--- src/rtl/fifo_burst_reader.sv ---
// fifo_burst_reader: pops a requested number of words from a prefetch FIFO
// read port and forwards them through a registered valid/ready stream with
// start/end-of-packet markers. The optional stall timeout is compiled in
// when the macro FIFO_RD_TIMEOUT_EN is defined; without it a burst waits for
// data indefinitely and err is tied low.
module fifo_burst_reader #(
  parameter int DATA_WIDTH  = 16,
  parameter int LEN_WIDTH   = 12,
  parameter int TIMEOUT_CYC = 1024
) (
  input  logic                  clk,
  input  logic                  rst,
  input  logic                  start,
  input  logic [LEN_WIDTH-1:0]  burst_len,
  output logic                  busy,
  output logic                  done,
  output logic                  err,
  output logic [LEN_WIDTH-1:0]  word_cnt,
  output logic                  fifo_rd_en,
  input  logic                  fifo_rd_vld,
  input  logic [DATA_WIDTH-1:0] fifo_rd_data,
  output logic                  m_valid,
  input  logic                  m_ready,
  output logic [DATA_WIDTH-1:0] m_data,
  output logic                  m_sop,
  output logic                  m_eop
);

  localparam logic [1:0] S_IDLE  = 2'd0;
  localparam logic [1:0] S_BURST = 2'd1;
  localparam logic [1:0] S_DRAIN = 2'd2;
  localparam logic [1:0] S_DONE  = 2'd3;

  if (TIMEOUT_CYC < 1) begin : g_bad_timeout
    $error("TIMEOUT_CYC must be at least 1");
  end

  logic [1:0]            state_reg, state_next;
  logic [LEN_WIDTH-1:0]  remaining_reg, len_reg, word_cnt_reg;
  logic                  first_reg;
  logic                  valid_reg, sop_reg, eop_reg;
  logic [DATA_WIDTH-1:0] data_reg;
  logic                  accept_start, pop, handshake;
  logic                  timeout_hit, aborted;

  assign accept_start = (state_reg == S_IDLE) && start;
  // A word is popped only when the output register is free or being emptied.
  assign pop = (state_reg == S_BURST) && fifo_rd_vld && (remaining_reg != '0) &&
               (!valid_reg || m_ready);
  assign handshake = valid_reg && m_ready;

`ifdef FIFO_RD_TIMEOUT_EN
  localparam int STALL_W = $clog2(TIMEOUT_CYC + 1);

  logic [STALL_W-1:0] stall_reg;
  logic               err_reg, abort_reg, stalled;

  assign stalled     = (state_reg == S_BURST) && (remaining_reg != '0) && !fifo_rd_vld;
  assign timeout_hit = stalled && (stall_reg == STALL_W'(TIMEOUT_CYC - 1));

  // Count FIFO-empty cycles inside a burst; any pop restarts the count.
  always_ff @(posedge clk or negedge rst) begin
    if (!rst) begin
      stall_reg <= '0;
    end else if ((state_reg != S_BURST) || pop) begin
      stall_reg <= '0;
    end else if (stalled) begin
      stall_reg <= stall_reg + 1'b1;
    end
  end

  // Abort/error flags live from the timeout until the next accepted start.
  always_ff @(posedge clk or negedge rst) begin
    if (!rst) begin
      err_reg   <= 1'b0;
      abort_reg <= 1'b0;
    end else if (accept_start) begin
      err_reg   <= 1'b0;
      abort_reg <= 1'b0;
    end else if (timeout_hit) begin
      err_reg   <= 1'b1;
      abort_reg <= 1'b1;
    end
  end

  assign err     = err_reg;
  assign aborted = abort_reg;
`else
  assign timeout_hit = 1'b0;
  assign aborted     = 1'b0;
  assign err         = 1'b0;
`endif

  // Next-state logic for the burst sequencer.
  always_comb begin
    state_next = state_reg;
    case (state_reg)
      S_IDLE: begin
        if (start) state_next = (burst_len == '0) ? S_DONE : S_BURST;
      end
      S_BURST: begin
        if (timeout_hit) begin
          // A word still waiting on the sink must drain before finishing.
          state_next = (valid_reg && !m_ready) ? S_DRAIN : S_DONE;
        end else if (pop && (remaining_reg == LEN_WIDTH'(1))) begin
          state_next = S_DRAIN;
        end
      end
      S_DRAIN: begin
        if ((handshake && eop_reg) || (aborted && (!valid_reg || m_ready)))
          state_next = S_DONE;
      end
      default: state_next = S_IDLE;
    endcase
  end

  // State register.
  always_ff @(posedge clk or negedge rst) begin
    if (!rst) state_reg <= S_IDLE;
    else      state_reg <= state_next;
  end

  // Burst bookkeeping: remaining pops, latched length, delivered-word count.
  always_ff @(posedge clk or negedge rst) begin
    if (!rst) begin
      remaining_reg <= '0;
      len_reg       <= '0;
      word_cnt_reg  <= '0;
      first_reg     <= 1'b0;
    end else if (accept_start) begin
      remaining_reg <= burst_len;
      len_reg       <= burst_len;
      word_cnt_reg  <= '0;
      first_reg     <= 1'b1;
    end else begin
      if (pop) begin
        remaining_reg <= remaining_reg - 1'b1;
        first_reg     <= 1'b0;
      end
      if (handshake && (word_cnt_reg != len_reg))
        word_cnt_reg <= word_cnt_reg + 1'b1;
    end
  end

  // Single-entry output register; holds its word until the sink takes it.
  always_ff @(posedge clk or negedge rst) begin
    if (!rst) begin
      valid_reg <= 1'b0;
      data_reg  <= '0;
      sop_reg   <= 1'b0;
      eop_reg   <= 1'b0;
    end else if (pop) begin
      valid_reg <= 1'b1;
      data_reg  <= fifo_rd_data;
      sop_reg   <= first_reg;
      eop_reg   <= (remaining_reg == LEN_WIDTH'(1));
    end else if (m_ready) begin
      valid_reg <= 1'b0;
      sop_reg   <= 1'b0;
      eop_reg   <= 1'b0;
    end
  end

  assign busy       = (state_reg != S_IDLE);
  assign done       = (state_reg == S_DONE);
  assign word_cnt   = word_cnt_reg;
  assign fifo_rd_en = pop;
  assign m_valid    = valid_reg;
  assign m_data     = data_reg;
  assign m_sop      = sop_reg;
  assign m_eop      = eop_reg;

endmodule

--- config.mk ---
export PLATFORM = sky130hd
export DESIGN_NAME = fifo_burst_reader
export DESIGN_NICKNAME = d
export VERILOG_FILES = /design/src/rtl/fifo_burst_reader.sv
export SDC_FILE = /design/constraint.sdc
export NUM_CORES = 1
export LEC_CHECK = 0
export BUFFER_PORTS_ARGS = -buffer_cell sky130_fd_sc_hd__clkbuf_2
export CORE_MARGIN = 10
export CORE_UTILIZATION = 40
export DETAILED_ROUTE_END_ITERATION = 10
export PLACE_DENSITY = 0.65
export REMOVE_ABC_BUFFERS = 1
export SYNTH_ARGS = -nofsm -noshare
export SYNTH_HDL_FRONTEND = slang
export SYNTH_SLANG_ARGS = --single-unit
--- constraint.sdc ---
create_clock -name clk -period 2.65 [get_ports clk]
set_clock_uncertainty 0.05 [all_clocks]
set_input_delay 0.1325 -clock clk [delete_from_list [all_inputs] [get_ports clk]]
set_output_delay 0.1325 -clock clk [all_outputs]
set_load 0.1 [all_outputs]
=== Word-level counts from Yosys, hierarchy flattened ===
Index checks and enable logic that the tools add are counted.

* Add/subtract/negate cells: 2
* Eq/ne operators: 8
* Muxes and demuxes: 15
* Reduce and logical (&&, ||, !) cells: 18

{| class="wikitable"
|+ Operators with widths
! kind !! count
|-
| $mux 12 || 4
|-
| $add 12x1->12 const B || 1
|-
| $eq 12x1->1 const B || 1
|-
| $logic_not 12->1 || 1
|-
| $ne 12x12->1 || 1
|-
| $reduce_bool 12->1 || 1
|-
| $sub 12x1->12 const B || 1
|-
| $logic_and 1x1->1 || 8
|-
| $mux 2 || 4
|-
| $reduce_bool 2->1 || 4
|-
| $mux 1 || 6
|-
| $pmux 2 s3 || 1
|-
| $eq 2x2->1 const B || 2
|-
| $ne 2x2->1 const B || 2
|-
| $reduce_and 3->1 || 1
|-
| $eq 2x1->1 const B || 1
|-
| $logic_not 2->1 || 1
|-
| $ne 2x1->1 const B || 1
|-
| $logic_not 1->1 || 1
|-
| $logic_or 1x1->1 || 1
|}

* Register bits: 58
* Bits of input ports: 33
* Output and inout port bits: 35
* Logic and storage cells: 52

=== Logic depth before layout (Yosys ltp) ===
Gate-level depths: netlist of the first run.

* Depth in word-level cells: 7
* Mapped depth: 7
* Gate-level depth less buffers: 7

=== Worst setup path after synthesis of the first run ===
No wires, ideal clock.

* Path type: register to output
* Start: reg valid_reg (netlist: m_valid)
* End: out fifo_rd_en
* Data arrival time: 2.080 ns
* Data required time: 2.467 ns
* Path slack: 0.387 ns
* Stages on the path, launching flop included: 6
* Path buffers: 1
* Cell sequence: dfrtp_1 > nand2b_1 > and3_1 > nand2_4 > buf_6 > inv_1

* Cells in the longest elaborated chain, start to end: 3

{| class="wikitable"
|+ RTL lines
! element !! RTL line !! source
|-
| from (decl) || 41 || <nowiki>logic valid_reg, sop_reg, eop_reg;</nowiki>
|-
| from (signal assigned) || 148 || <nowiki>valid_reg <= 1'b0;</nowiki>
|-
| from (signal assigned) || 153 || <nowiki>valid_reg <= 1'b1;</nowiki>
|-
| from (signal assigned) || 158 || <nowiki>valid_reg <= 1'b0;</nowiki>
|-
| $logic_not 1->1 || -- ||
|-
| $logic_or 1x1->1 || -- ||
|-
| $logic_and 1x1->1 || 48 || <nowiki>assign pop = (state_reg == S_BURST) && fifo_rd_vld && (remaining_reg != '0) &&</nowiki>
|-
| to (decl) || 19 || <nowiki>output logic fifo_rd_en,</nowiki>
|}

Every way passes these cells.

=== Worst setup path after layout of the first run ===
* Start: reg remaining_reg[6]
* End: out fifo_rd_en

* Cells in the longest elaborated chain, start to end: 3

{| class="wikitable"
|+ RTL lines
! element !! RTL line !! source
|-
| from (decl) || 39 || <nowiki>logic [LEN_WIDTH-1:0] remaining_reg, len_reg, word_cnt_reg;</nowiki>
|-
| from (signal assigned) || 131 || <nowiki>remaining_reg <= burst_len;</nowiki>
|-
| from (signal assigned) || 137 || <nowiki>remaining_reg <= remaining_reg - 1'b1;</nowiki>
|-
| $reduce_bool 12->1 || 48 ||
|-
| $logic_and 1x1->1 (2 in series) || 48 ||
|}

Every way passes these cells.

==> out/summary.txt, run 1 <==
OUTCOME
--------------------------------------------------------------------------------------
Run status                                                                   completed

SYNTH
--------------------------------------------------------------------------------------
Mapped Avg Cell Area                                                          10.3 µm²
Number of distinct standard cells referenced by the synthesized netlist             43
Count of mapped cells out of synthesis                                             283
Fraction of registers with async set or reset after synthesis                     100%
Count of warnings emitted by yosys                                                   0
Most used flip-flop cell after synthesis                                       dfrtp_1
Post-synthesis sequential area ratio                                             49.7%
Cell area after synthesis                                                     2920 µm²
Number of register bits inferred by synthesis                                       58
Number of enable-type register cells in the synthesized netlist                      0

DIE
--------------------------------------------------------------------------------------
Io pins                                                                             68
Initial core utilization                                                         40.7%
Area of the core                                                              7180 µm²
Number of placement rows                                                            31
Die height                                                                      105 µm
Horizontal die dimension                                                        105 µm
Area enclosed by the die boundary                                            11100 µm²

TIMING
--------------------------------------------------------------------------------------
Final setup violation count                                                          0
Number of max-slew violations in the final report                                    0
Unrepaired setup endpoints after global routing                                  false
Worst Max-Slew Pin Slew                                                       0.833 ns
Worst slew margin                                                                44.3%
Achievable frequency                                                           418 MHz
Time the final worst path needs with I/O delays and setup                      2.39 ns
Number of hold-slack violations in the final timing report                           0
Ratio of final minimum period to clock period                                    90.3%
Total negative slack                                                              0 ns

CRITICAL PATH
--------------------------------------------------------------------------------------
Worst path arrival time                                                        2.21 ns
Critical Setup Path Class                                                 flip-flop to output port
Kind of end point of the critical path                                     output port
Ordered list of cells on the worst path                                   nor4_4 > nand4_4 > nand2_4 > inv_1 > clkbuf_2
Stage delay of the slowest cell on the critical path                           0.47 ns
Critical path fanouts, max                                                          23
Critical path startpoint category                                            flip-flop
Required time of the worst setup path                                          2.47 ns
Worst-path cell with the longest stage delay                                    nor4_4

CLOCKING
--------------------------------------------------------------------------------------
Clock transition at the registers of the reported paths                        0.06 ns
Clock sink total                                                                    58
Clock root buffer master                                                      clkbuf_8
Setup fix buffers added after clock tree synthesis                                   0
Number of H-tree levels                                                              3
Cts bufs inserted                                                                    9
Clock tree from TritonCTS                                                          yes
Skew-Pair Late Insertion Delay                                                 0.34 ns
CTS max path bufs                                                                    2

GRT
--------------------------------------------------------------------------------------
Number of antenna violations at the first check in global routing                    0
Total congestion overflow after global routing                                       0
First-pass GRT wire length                                                    12700 µm
Maximum number of pins on one net before global-route repair                        42
Number of global-route vias before repair                                         2597
Global-route total usage across every layer                                      13.8%

FINISH
--------------------------------------------------------------------------------------
Fill cell count                                                                    630
Layout cell share with drive strength beyond 1                                   28.4%
Net count of the finished layout                                                   421
Antenna Cells                                                                        0
FF+latch area                                                                 1450 µm²
Flip-flop count of the largest register, all copies and words added                 16
Area of combinational cells with multiple inputs                              1370 µm²
Synth-to-Final Area Change                                                       31.4%
Layout Cells excl Fill                                                             483

DRT
--------------------------------------------------------------------------------------
Vias after detailed routing                                                       2392
Number of remaining DRC errors                                                       0
Detail Route Antenna Nets                                                            0
Number of iterations in the first detailed-routing pass                              4
Wire length reported by the detailed router                                    7500 µm
Post-DR vias/cell                                                                 4.95
DR iter-0 viols                                                                     92
Mean routed wirelength per cell                                                15.5 µm

PLACEMENT
--------------------------------------------------------------------------------------
Count of port buffers added during placement                                        66
Final Wtd Congestion                                                             0.799
DP Cell Count                                                                      441
DP HPWL                                                                        5150 µm

POWER AND IR DROP
--------------------------------------------------------------------------------------
Leakage power                                                                  1.89 nW
Power density over cell area                                               1350 nW/µm²
Worst IR drop on VDD                                                           1.38 mV

JOB
--------------------------------------------------------------------------------------
Max-cap violations                                                                   0

WORST HOLD PATH
--------------------------------------------------------------------------------------
Min-delay worst type                                                      primary input to flip-flop

-- final cells by class --
class,count,area share (%)
multi-input combinational,208,35.7
sequential,58,37.8
timing repair buffer,95,16.0
clock inverter,5,2.61
clock buffer,11,3.95
tap,99,3.23
inverter,7,0.685
-- power breakdown --
group / leakage [nW] / switching [mW] / total, mW / internal, mW
Combinational: 1.03 / 1.98 / 2.61 / 0.624
Sequential: 0.727 / 0.308 / 1.55 / 1.24
Clock: 0.129 / 0.355 / 1.03 / 0.673
-- stage by stage --
stage                     hold WS [ns]  area, µm²  utilization [%]  setup WS (ns)  total power, mW
after global routing            0.0201       3840             53.5          0.119             5.47
after global placement          0.0486       3330             46.3          0.638             4.08
after CTS                      0.00152       3840             53.5          0.257             5.20
final                           0.0176       3840             53.5          0.258             5.18
after detailed placement        0.0560       3330             46.3          0.611             4.12
after floorplan                 -0.213       2850                -          0.396             3.60
-- synth_stat cells (2+ instances only) --
| cell type | instances | area [µm²] |
|---|---|---|
| a21oi_1 | 11 | 55.1 |
| and3_1 | 2 | 12.5 |
| and4_1 | 2 | 17.5 |
| buf_6 | 4 | 45.0 |
| clkbuf_1 | 5 | 18.8 |
| dfrtp_1 | 58 | 1450 |
| ha_1 | 9 | 113 |
| inv_1 | 7 | 26.3 |
| mux2_2 | 16 | 180 |
| mux2i_1 | 3 | 30.0 |
| nand2_1 | 53 | 199 |
| nand2b_1 | 3 | 18.8 |
| nand3_1 | 13 | 65.1 |
| nand3b_1 | 3 | 22.5 |
| nand4_1 | 5 | 31.3 |
| nand4b_1 | 2 | 17.5 |
| nor2_1 | 13 | 48.8 |
| nor2b_1 | 2 | 12.5 |
| nor3_1 | 2 | 10.0 |
| nor4_1 | 5 | 31.3 |
| o21ai_0 | 16 | 80.1 |
| o21ai_1 | 2 | 10.0 |
| or3_1 | 7 | 43.8 |
| xor2_1 | 21 | 184 |
-- cell usage in the layout (no fill, tap or decap), types with 3 or more instances in the layout --
cell type and count:
o21ai_0 16, nor4_1 5, nor2_1 13, bufinv_16 3, clkbuf_8 11, mux2_2 16, nand4_1 5, nand2_1 53
inv_1 7, dfrtp_1 58, xor2_1 21, or3_1 7, nand2b_1 3, buf_4 3, dlygate4sd3_1 26, clkbuf_2 66
a21oi_1 11, ha_1 9, mux2i_1 3, nand3b_1 3, nand3_1 13
-- timing repair --
item                                   in CTS  in global routing
hold buffers                               26                  0
endpoints found under the hold margin      43                  0
gates resized for setup                     0                  0
-- cell families (layout without fill, tap and decap cells) --
group	Yosys count	after routing	share of synthesized area, %
AOI/OAI and AO/OA	36	36	7.03
xor gates and xnor gates	22	22	6.60
adders and majority gates	9	9	3.86
buffers and inverters	17	118	3.34
DFF	58	58	49.7
muxes	20	20	7.58
other	1	1	0.128
and+or+nand+nor	120	120	21.8
-- metal layers --
layer / part of all wire (%) / vias up / track usage, %
met1: 45 / 1141 / 17.6
met2: 46 / 69 / 21.2
met4: 1.2 / 0 / 4.31
met5: 0 / - / 0
met3: 7.3 / 11 / 5.36
li1: - / 1171 / -
-- worst paths after layout --
path / from / to / slack (ns) / cells past startpoint
max: remaining_reg[6]$_DFFE_PN0P_ / fifo_rd_en / 0.26 / 5
min: burst_len[3] / len_reg[3]$_DFFE_PN0P_ / 0.02 / 3
max reg2reg: state_reg[1]$_DFFE_PN0P_ / state_reg[1]$_DFFE_PN0P_ / 0.56 / 6
min reg2reg: first_reg$_DFFE_PN0P_ / first_reg$_DFFE_PN0P_ / 0.44 / 2
max in group asynchronous: rst / len_reg[6]$_DFFE_PN0P_ / 1.44 / 3
min in group asynchronous: rst / remaining_reg[4]$_DFFE_PN0P_ / 0.22 / 2
-- critical path, delay by kind of cell, from the launching register on --
| kind | cells | cell delay, ns |
|---|---|---|
| buf+inv | 2 | 0.47 |
| flops | 1 | 0.44 |
| simple gates | 3 | 0.96 |
(Power assumes the default switching activity.)
==> run 2, diff against run 1 <==
--- a/config.mk
+++ b/config.mk
@@ -9,7 +9,7 @@
 export CORE_MARGIN = 10
 export CORE_UTILIZATION = 40
 export DETAILED_ROUTE_END_ITERATION = 10
-export PLACE_DENSITY = 0.65
+export PLACE_DENSITY = 0.68
 export REMOVE_ABC_BUFFERS = 1
 export SYNTH_ARGS = -nofsm -noshare
 export SYNTH_HDL_FRONTEND = slang
==> constraint.sdc (replaced) <==
create_clock -name clk -period 2.2 [get_ports clk]
set_clock_uncertainty 0.05 [all_clocks]
set_input_delay 0.11 -clock clk [delete_from_list [all_inputs] [get_ports clk]]
set_output_delay 0.11 -clock clk [all_outputs]
set_load 0.1 [all_outputs]
==> out/summary.txt, run 2 (same netlist as run 1, synthesis figures left out) <==
CRITICAL PATH
----------------------------------------------------------------------------------
Critical path startpoint category                                        flip-flop
Kind of end point of the critical path                                 output port
Critical Setup Path Class                                             flip-flop to output port
Startpoint of the most critical register-to-register path             word_cnt[0]$_DFFE_PN0P_
Critical path fanouts, max                                                      23
Number of cells on the worst reg-to-reg path                                     5
Required time of the worst setup path                                      2.04 ns
Reg-to-reg critical path endpoint                                     word_cnt[8]$_DFFE_PN0P_
R2r setup slk                                                              0.32 ns
Worst path arrival time                                                    1.93 ns

CLOCKING
----------------------------------------------------------------------------------
Setup fix buffers added after clock tree synthesis                               0
Clock sink total                                                                58
Number of H-tree levels                                                          3
Clock root buffer master                                                  clkbuf_8
CTS max path bufs                                                                2
Clock transition at the registers of the reported paths                    0.06 ns
Clock tree from TritonCTS                                                      yes
Cts bufs inserted                                                                9
Skew-Pair Late Insertion Delay                                             0.34 ns

DRT
----------------------------------------------------------------------------------
Number of iterations in the first detailed-routing pass                          4
Vias after detailed routing                                                   2424
Wire length reported by the detailed router                                7490 µm
Mean routed wirelength per cell                                            15.4 µm
Number of remaining DRC errors                                                   0
DR iter-0 viols                                                                 92
Post-DR vias/cell                                                             4.98
Detail Route Antenna Nets                                                        0

DIE
----------------------------------------------------------------------------------
Number of placement rows                                                        31
Io pins                                                                         68
Initial core utilization                                                     40.7%
Die height                                                                  105 µm
Horizontal die dimension                                                    105 µm
Area enclosed by the die boundary                                        11100 µm²
Area of the core                                                          7180 µm²

FINISH
----------------------------------------------------------------------------------
Leading cell type in the layout, fill and taps excluded                   clkbuf_2
Synth-to-Final Area Change                                                   32.3%
Layout cell share with drive strength beyond 1                               28.4%
Net count of the finished layout                                               426
Most frequent cells in the layout                                     clkbuf_2 (65), dfrtp_1 (58), nand2_1 (53)
Antenna Cells                                                                    0
Flip-flop count of the largest register, all copies and words added             16
Layout Cells excl Fill                                                         487

OUTCOME
----------------------------------------------------------------------------------
Run status                                                               completed

WORST HOLD PATH
----------------------------------------------------------------------------------
Min-delay worst type                                                  primary input to flip-flop
Number of cells on the worst hold path                                           3
Worst Hold End                                                        len_reg[5]$_DFFE_PN0P_
Hold path start                                                       burst_len[5]

TIMING
----------------------------------------------------------------------------------
Number of max-slew violations in the final report                                0
Fin Hold WS                                                              0.0290 ns
Time the final worst path needs with I/O delays and setup                  2.09 ns
Final setup violation count                                                      0
Unrepaired setup endpoints after global routing                              false
Ratio of final minimum period to clock period                                94.9%
Achievable frequency                                                       479 MHz
Worst Max-Slew Pin Slew                                                   0.635 ns
Worst slew margin                                                            57.7%
Number of hold-slack violations in the final timing report                       0

POWER AND IR DROP
----------------------------------------------------------------------------------
Power, Total                                                               6.05 mW
Power share of the clock group                                               16.7%
Cell-internal power                                                        2.89 mW
Sequential share of power                                                    30.8%
Logic gate share of total power                                              52.6%
Sw power                                                                   3.15 mW
Proportion of total power due to net switching                               52.1%
Leakage power                                                              1.90 nW
Worst IR drop on VDD                                                       1.27 mV
Power density over cell area                                           1570 nW/µm²

JOB
----------------------------------------------------------------------------------
Max-cap violations                                                               0

PLACEMENT
----------------------------------------------------------------------------------
DP Cell Count                                                                  443
Final Wtd Congestion                                                         0.777
DP HPWL                                                                    5160 µm
Count of port buffers added during placement                                    66

GRT
----------------------------------------------------------------------------------
Global-route total usage across every layer                                  13.4%
First-pass GRT wire length                                                12200 µm
Number of antenna violations at the first check in global routing                0
Total congestion overflow after global routing                                   0
Maximum number of pins on one net before global-route repair                    36
Number of global-route vias before repair                                     2467

## run 2: power by group through the flow
stage | clock network, mW | registers [mW] | logic (mW)
final | 1.01 | 1.86 | 3.18
after global routing | 1.08 | 1.91 | 3.39
after CTS | 1.02 | 1.85 | 3.19
after detailed placement | 0 | 1.87 | 3.14
after global placement | 0 | 1.84 | 3.11
after floorplan | 0 | 3.13 | 1.21
## run 2: layout make-up
type	instances	area [µm²]
Tap cell	99	124
Multi-Input combinational cell	208	1370
Clock inverter	2	35.0
Inverter	7	26.3
Clock buffer	13	169
Fill cell	621	3310
Timing Repair Buffer	100	686
Sequential cell	58	1450
## run 2: timing repair
action                                  4_1_cts  5_1_grt
endpoints found under the hold margin        55        0
gates resized for setup                       0        1
endpoints found under the setup margin        0        1
hold buffers                                 29        0
## run 2: worst max path at each step
stage	slack (ns)	start	to
6_report	0.11	remaining_reg[6]$_DFFE_PN0P_	fifo_rd_en
5_1_grt	0.006	remaining_reg[6]$_DFFE_PN0P_	fifo_rd_en
4_1_cts	0.02	state_reg[1]$_DFFE_PN0P_	fifo_rd_en
3_5_place_dp	0.36	remaining_reg[6]$_DFFE_PN0P_	m_data[1]$_DFFE_PN0P_
3_3_place_gp	0.40	state_reg[1]$_DFFE_PN0P_	state_reg[1]$_DFFE_PN0P_
2_1_floorplan	-0.03	m_valid$_DFFE_PN0P_	fifo_rd_en
## run 2: critical path: stages, from the launching register on
cell,delay [ns]
dfrtp_1,0.44
nor4_4,0.35
nand4_4,0.19
nand2_4,0.28
inv_1,0.13
buf_12,0.18
## run 2: per-layer routing
layer  vias to the layer above  GRT usage [%]  part of all wire (%)
met4                         0           4.41                   1.3
met2                        77           21.6                    47
met3                        14           5.12                   7.0
li1                       1179              -                     -
met5                         -              0                     0
met1                      1154           16.2                    45
## run 2: metrics by stage
| step | utilization (%) | worst slack, ns | instance area [µm²] | setup TNS (ns) |
|---|---|---|---|---|
| after floorplan | - | -0.0311 | 2850 | -0.0540 |
| after global placement | 46.9 | 0.404 | 3370 | 0 |
| after detailed placement | 46.9 | 0.359 | 3370 | 0 |
| after CTS | 53.8 | 0.0189 | 3860 | 0 |
| after global routing | 53.8 | 0.00623 | 3860 | 0 |
| final | 53.8 | 0.113 | 3860 | 0 |
==> run 3, diff against run 2 <==
--- a/config.mk
+++ b/config.mk
@@ -5,11 +5,12 @@
 export SDC_FILE = /design/constraint.sdc
 export NUM_CORES = 1
 export LEC_CHECK = 0
+export ABC_AREA = 1
 export BUFFER_PORTS_ARGS = -buffer_cell sky130_fd_sc_hd__clkbuf_2
 export CORE_MARGIN = 10
 export CORE_UTILIZATION = 40
 export DETAILED_ROUTE_END_ITERATION = 10
-export PLACE_DENSITY = 0.68
+export PLACE_DENSITY = 0.65
 export REMOVE_ABC_BUFFERS = 1
 export SYNTH_ARGS = -nofsm -noshare
 export SYNTH_HDL_FRONTEND = slang
==> out/summary.txt, run 3 <==
CRITICAL PATH
--------------------------------------------------------------------------------------
Worst path arrival time                                                        1.89 ns
Critical Setup Path Class                                                 flip-flop to output port
Critical path startpoint category                                            flip-flop
Critical path fanouts, max                                                          21
Kind of end point of the critical path                                     output port
Required time of the worst setup path                                          2.04 ns

CLOCKING
--------------------------------------------------------------------------------------
Clock tree from TritonCTS                                                          yes
Clock sink total                                                                    58
CTS max path bufs                                                                    2
Number of H-tree levels                                                              3
Skew-Pair Late Insertion Delay                                                 0.34 ns
Clock root buffer master                                                      clkbuf_8
Clock transition at the registers of the reported paths                        0.07 ns
Cts bufs inserted                                                                    9

DIE
--------------------------------------------------------------------------------------
Die height                                                                      113 µm
Initial core utilization                                                         41.5%
Io pins                                                                             68
Area enclosed by the die boundary                                            12700 µm²
Number of placement rows                                                            33
Area of the core                                                              8260 µm²
Horizontal die dimension                                                        113 µm

SYNTH
--------------------------------------------------------------------------------------
Number of enable-type register cells in the synthesized netlist                      0
Synth top cells by count                                                  nand2_1 (158), dfrtp_1 (58), inv_1 (41), nor2_1 (27), nand3_1 (21)
Count of warnings emitted by yosys                                                   0
Number of distinct standard cells referenced by the synthesized netlist             33
Share of the synthesized area in the top cell type                               42.4%
Fraction of registers with async set or reset after synthesis                     100%
Cell area after synthesis                                                     3420 µm²
Mapped Avg Cell Area                                                          8.02 µm²
Dominant cell by count in the synthesized netlist                              nand2_1
Count of mapped cells out of synthesis                                             427
Most used flip-flop cell after synthesis                                       dfrtp_1
Cell type with the highest aggregate area in the netlist                       dfrtp_1
Most area-consuming cells after synthesis                                 dfrtp_1 (42%), nand2_1 (17%), inv_1 (4.5%)
Post-synthesis sequential area ratio                                             42.4%
Number of register bits inferred by synthesis                                       58

DRT
--------------------------------------------------------------------------------------
Post-DR vias/cell                                                                 4.80
Number of remaining DRC errors                                                       0
DR iter-0 viols                                                                    189
Number of iterations in the first detailed-routing pass                              4
Mean routed wirelength per cell                                                14.0 µm
Wire length reported by the detailed router                                    8710 µm
Vias after detailed routing                                                       2986
Detail Route Antenna Nets                                                            0

POWER AND IR DROP
--------------------------------------------------------------------------------------
Power density over cell area                                               1510 nW/µm²
Leakage power                                                                  2.27 nW
Power, Total                                                                   6.48 mW
Worst IR drop on VDD                                                          0.972 mV

GRT
--------------------------------------------------------------------------------------
First-pass GRT wire length                                                    14800 µm
Total congestion overflow after global routing                                       0
Maximum number of pins on one net before global-route repair                        44
Global-route total usage across every layer                                      13.8%
Number of global-route vias before repair                                         3171
Number of antenna violations at the first check in global routing                    0

TIMING
--------------------------------------------------------------------------------------
Final setup violation count                                                          0
Time the final worst path needs with I/O delays and setup                      2.05 ns
Ratio of final minimum period to clock period                                    93.2%
Worst slew margin                                                                56.0%
Unrepaired setup endpoints after global routing                                  false
Number of max-slew violations in the final report                                    0
Number of hold-slack violations in the final timing report                           0
Achievable frequency                                                           488 MHz
Total negative slack                                                              0 ns
Fin Hold WS                                                                  0.0137 ns
Worst Max-Slew Pin Slew                                                       0.660 ns

WORST HOLD PATH
--------------------------------------------------------------------------------------
Min-delay worst type                                                      primary input to flip-flop

FINISH
--------------------------------------------------------------------------------------
Most frequent cells in the layout                                         nand2_1 (157), clkbuf_2 (65), dfrtp_1 (58)
Layout cell share with drive strength beyond 1                                   24.0%
Finished layout cell area                                                     4280 µm²
Leading cell type in the layout, fill and taps excluded                        nand2_1
Flip-flop count of the largest register, all copies and words added                 16
Post-layout util                                                                 51.8%
Synth-to-Final Area Change                                                       24.9%
Net count of the finished layout                                                   554
Antenna Cells                                                                        0

PLACEMENT
--------------------------------------------------------------------------------------
Final Wtd Congestion                                                             0.836
Post-place instance area                                                      3810 µm²
DP HPWL                                                                        6050 µm
Count of port buffers added during placement                                        66

JOB
--------------------------------------------------------------------------------------
Max-cap violations                                                                   0

OUTCOME
--------------------------------------------------------------------------------------
Run status                                                                   completed

run 3: changes by cell type after synthesis, sizes merged, moves of 10 or more:
cell,before,now
nor2,13,34
mux2,17,0
xnor2,1,18
xor2,21,6
inv,7,42
nand4,7,17
nand3,13,33
buf,5,17
nand2,54,161
run 3: final timing paths:
kind,start,end,slack [ns],depth (start not counted)
worst max register to register,state_reg[0]$_DFFE_PN0P_,remaining_reg[0]$_DFFE_PN0P_,0.36,7
max in group asynchronous,rst,m_valid$_DFFE_PN0P_,1.21,3
worst min register to register,m_data[7]$_DFFE_PN0P_,m_data[7]$_DFFE_PN0P_,0.44,2
worst max-delay path,state_reg[1]$_DFFE_PN0P_,fifo_rd_en,0.15,7
worst min-delay path,burst_len[2],len_reg[2]$_DFFE_PN0P_,0.01,3
min in group asynchronous,rst,word_cnt[4]$_DFFE_PN0P_,0.28,2
run 3: cell families (layout without fill, tap and decap cells):
| family | Yosys count | in the layout | synth area share (%) |
|---|---|---|---|
| other | 1 | 1 | 0.110 |
| AND/OR/NAND/NOR | 251 | 252 | 33.7 |
| adder cells (fa/ha/maj) | 9 | 9 | 3.29 |
| AO/OA/AOI/OAI | 23 | 23 | 4.53 |
| buffers and inverters | 61 | 150 | 9.02 |
| XOR/XNOR | 24 | 24 | 7.01 |
| flip-flops | 58 | 58 | 42.4 |
run 3: power by group:
group          switching [mW]  total, mW  internal, mW  leakage [nW]
registers               0.338       1.81          1.48         0.742
logic                    2.64       3.49         0.853          1.41
clock network           0.428       1.17         0.747         0.120
run 3: critical path: stages, from the launching register on:
cell and delay [ns]:
dfrtp_1 0.43, inv_1 0.11, ha_1 0.17, nand2_1 0.05, inv_1 0.15, nand3_4 0.23
inv_8 0.21, buf_12 0.19
run 3: metal layers:
metal	vias to the layer above	part of all wire, %	GRT usage, %
met4	0	0.16	3.98
met2	84	49	23.1
li1	1503	-	-
met5	-	0	0
met1	1397	42	16.0
met3	2	8.6	5.54
run 3: cell type report:
class,count,area (µm²)
Fill cell,808,3980
Multi-Input combinational cell,309,1680
Sequential cell,58,1450
Timing Repair Buffer,92,621
Inverter,42,165
Tap cell,105,131
Clock buffer,10,128
Clock inverter,6,105
run 3: repair_timing:
action                     CTS  global route
setup endpoints to repair    1             1
resized for setup            1             2
buffers inserted             0             0
pin swaps                    0             1
gates cloned                 0             1
hold endpoints to repair    43             0
hold buffers                22             0
run 3: through the flow:
stage	setup slack (ns)	std cells
floorplan	-0.382	408
global placement	0.362	583
detailed placement	0.280	583
CTS	0.0215	621
global route	0.00540	622
finish	0.150	622
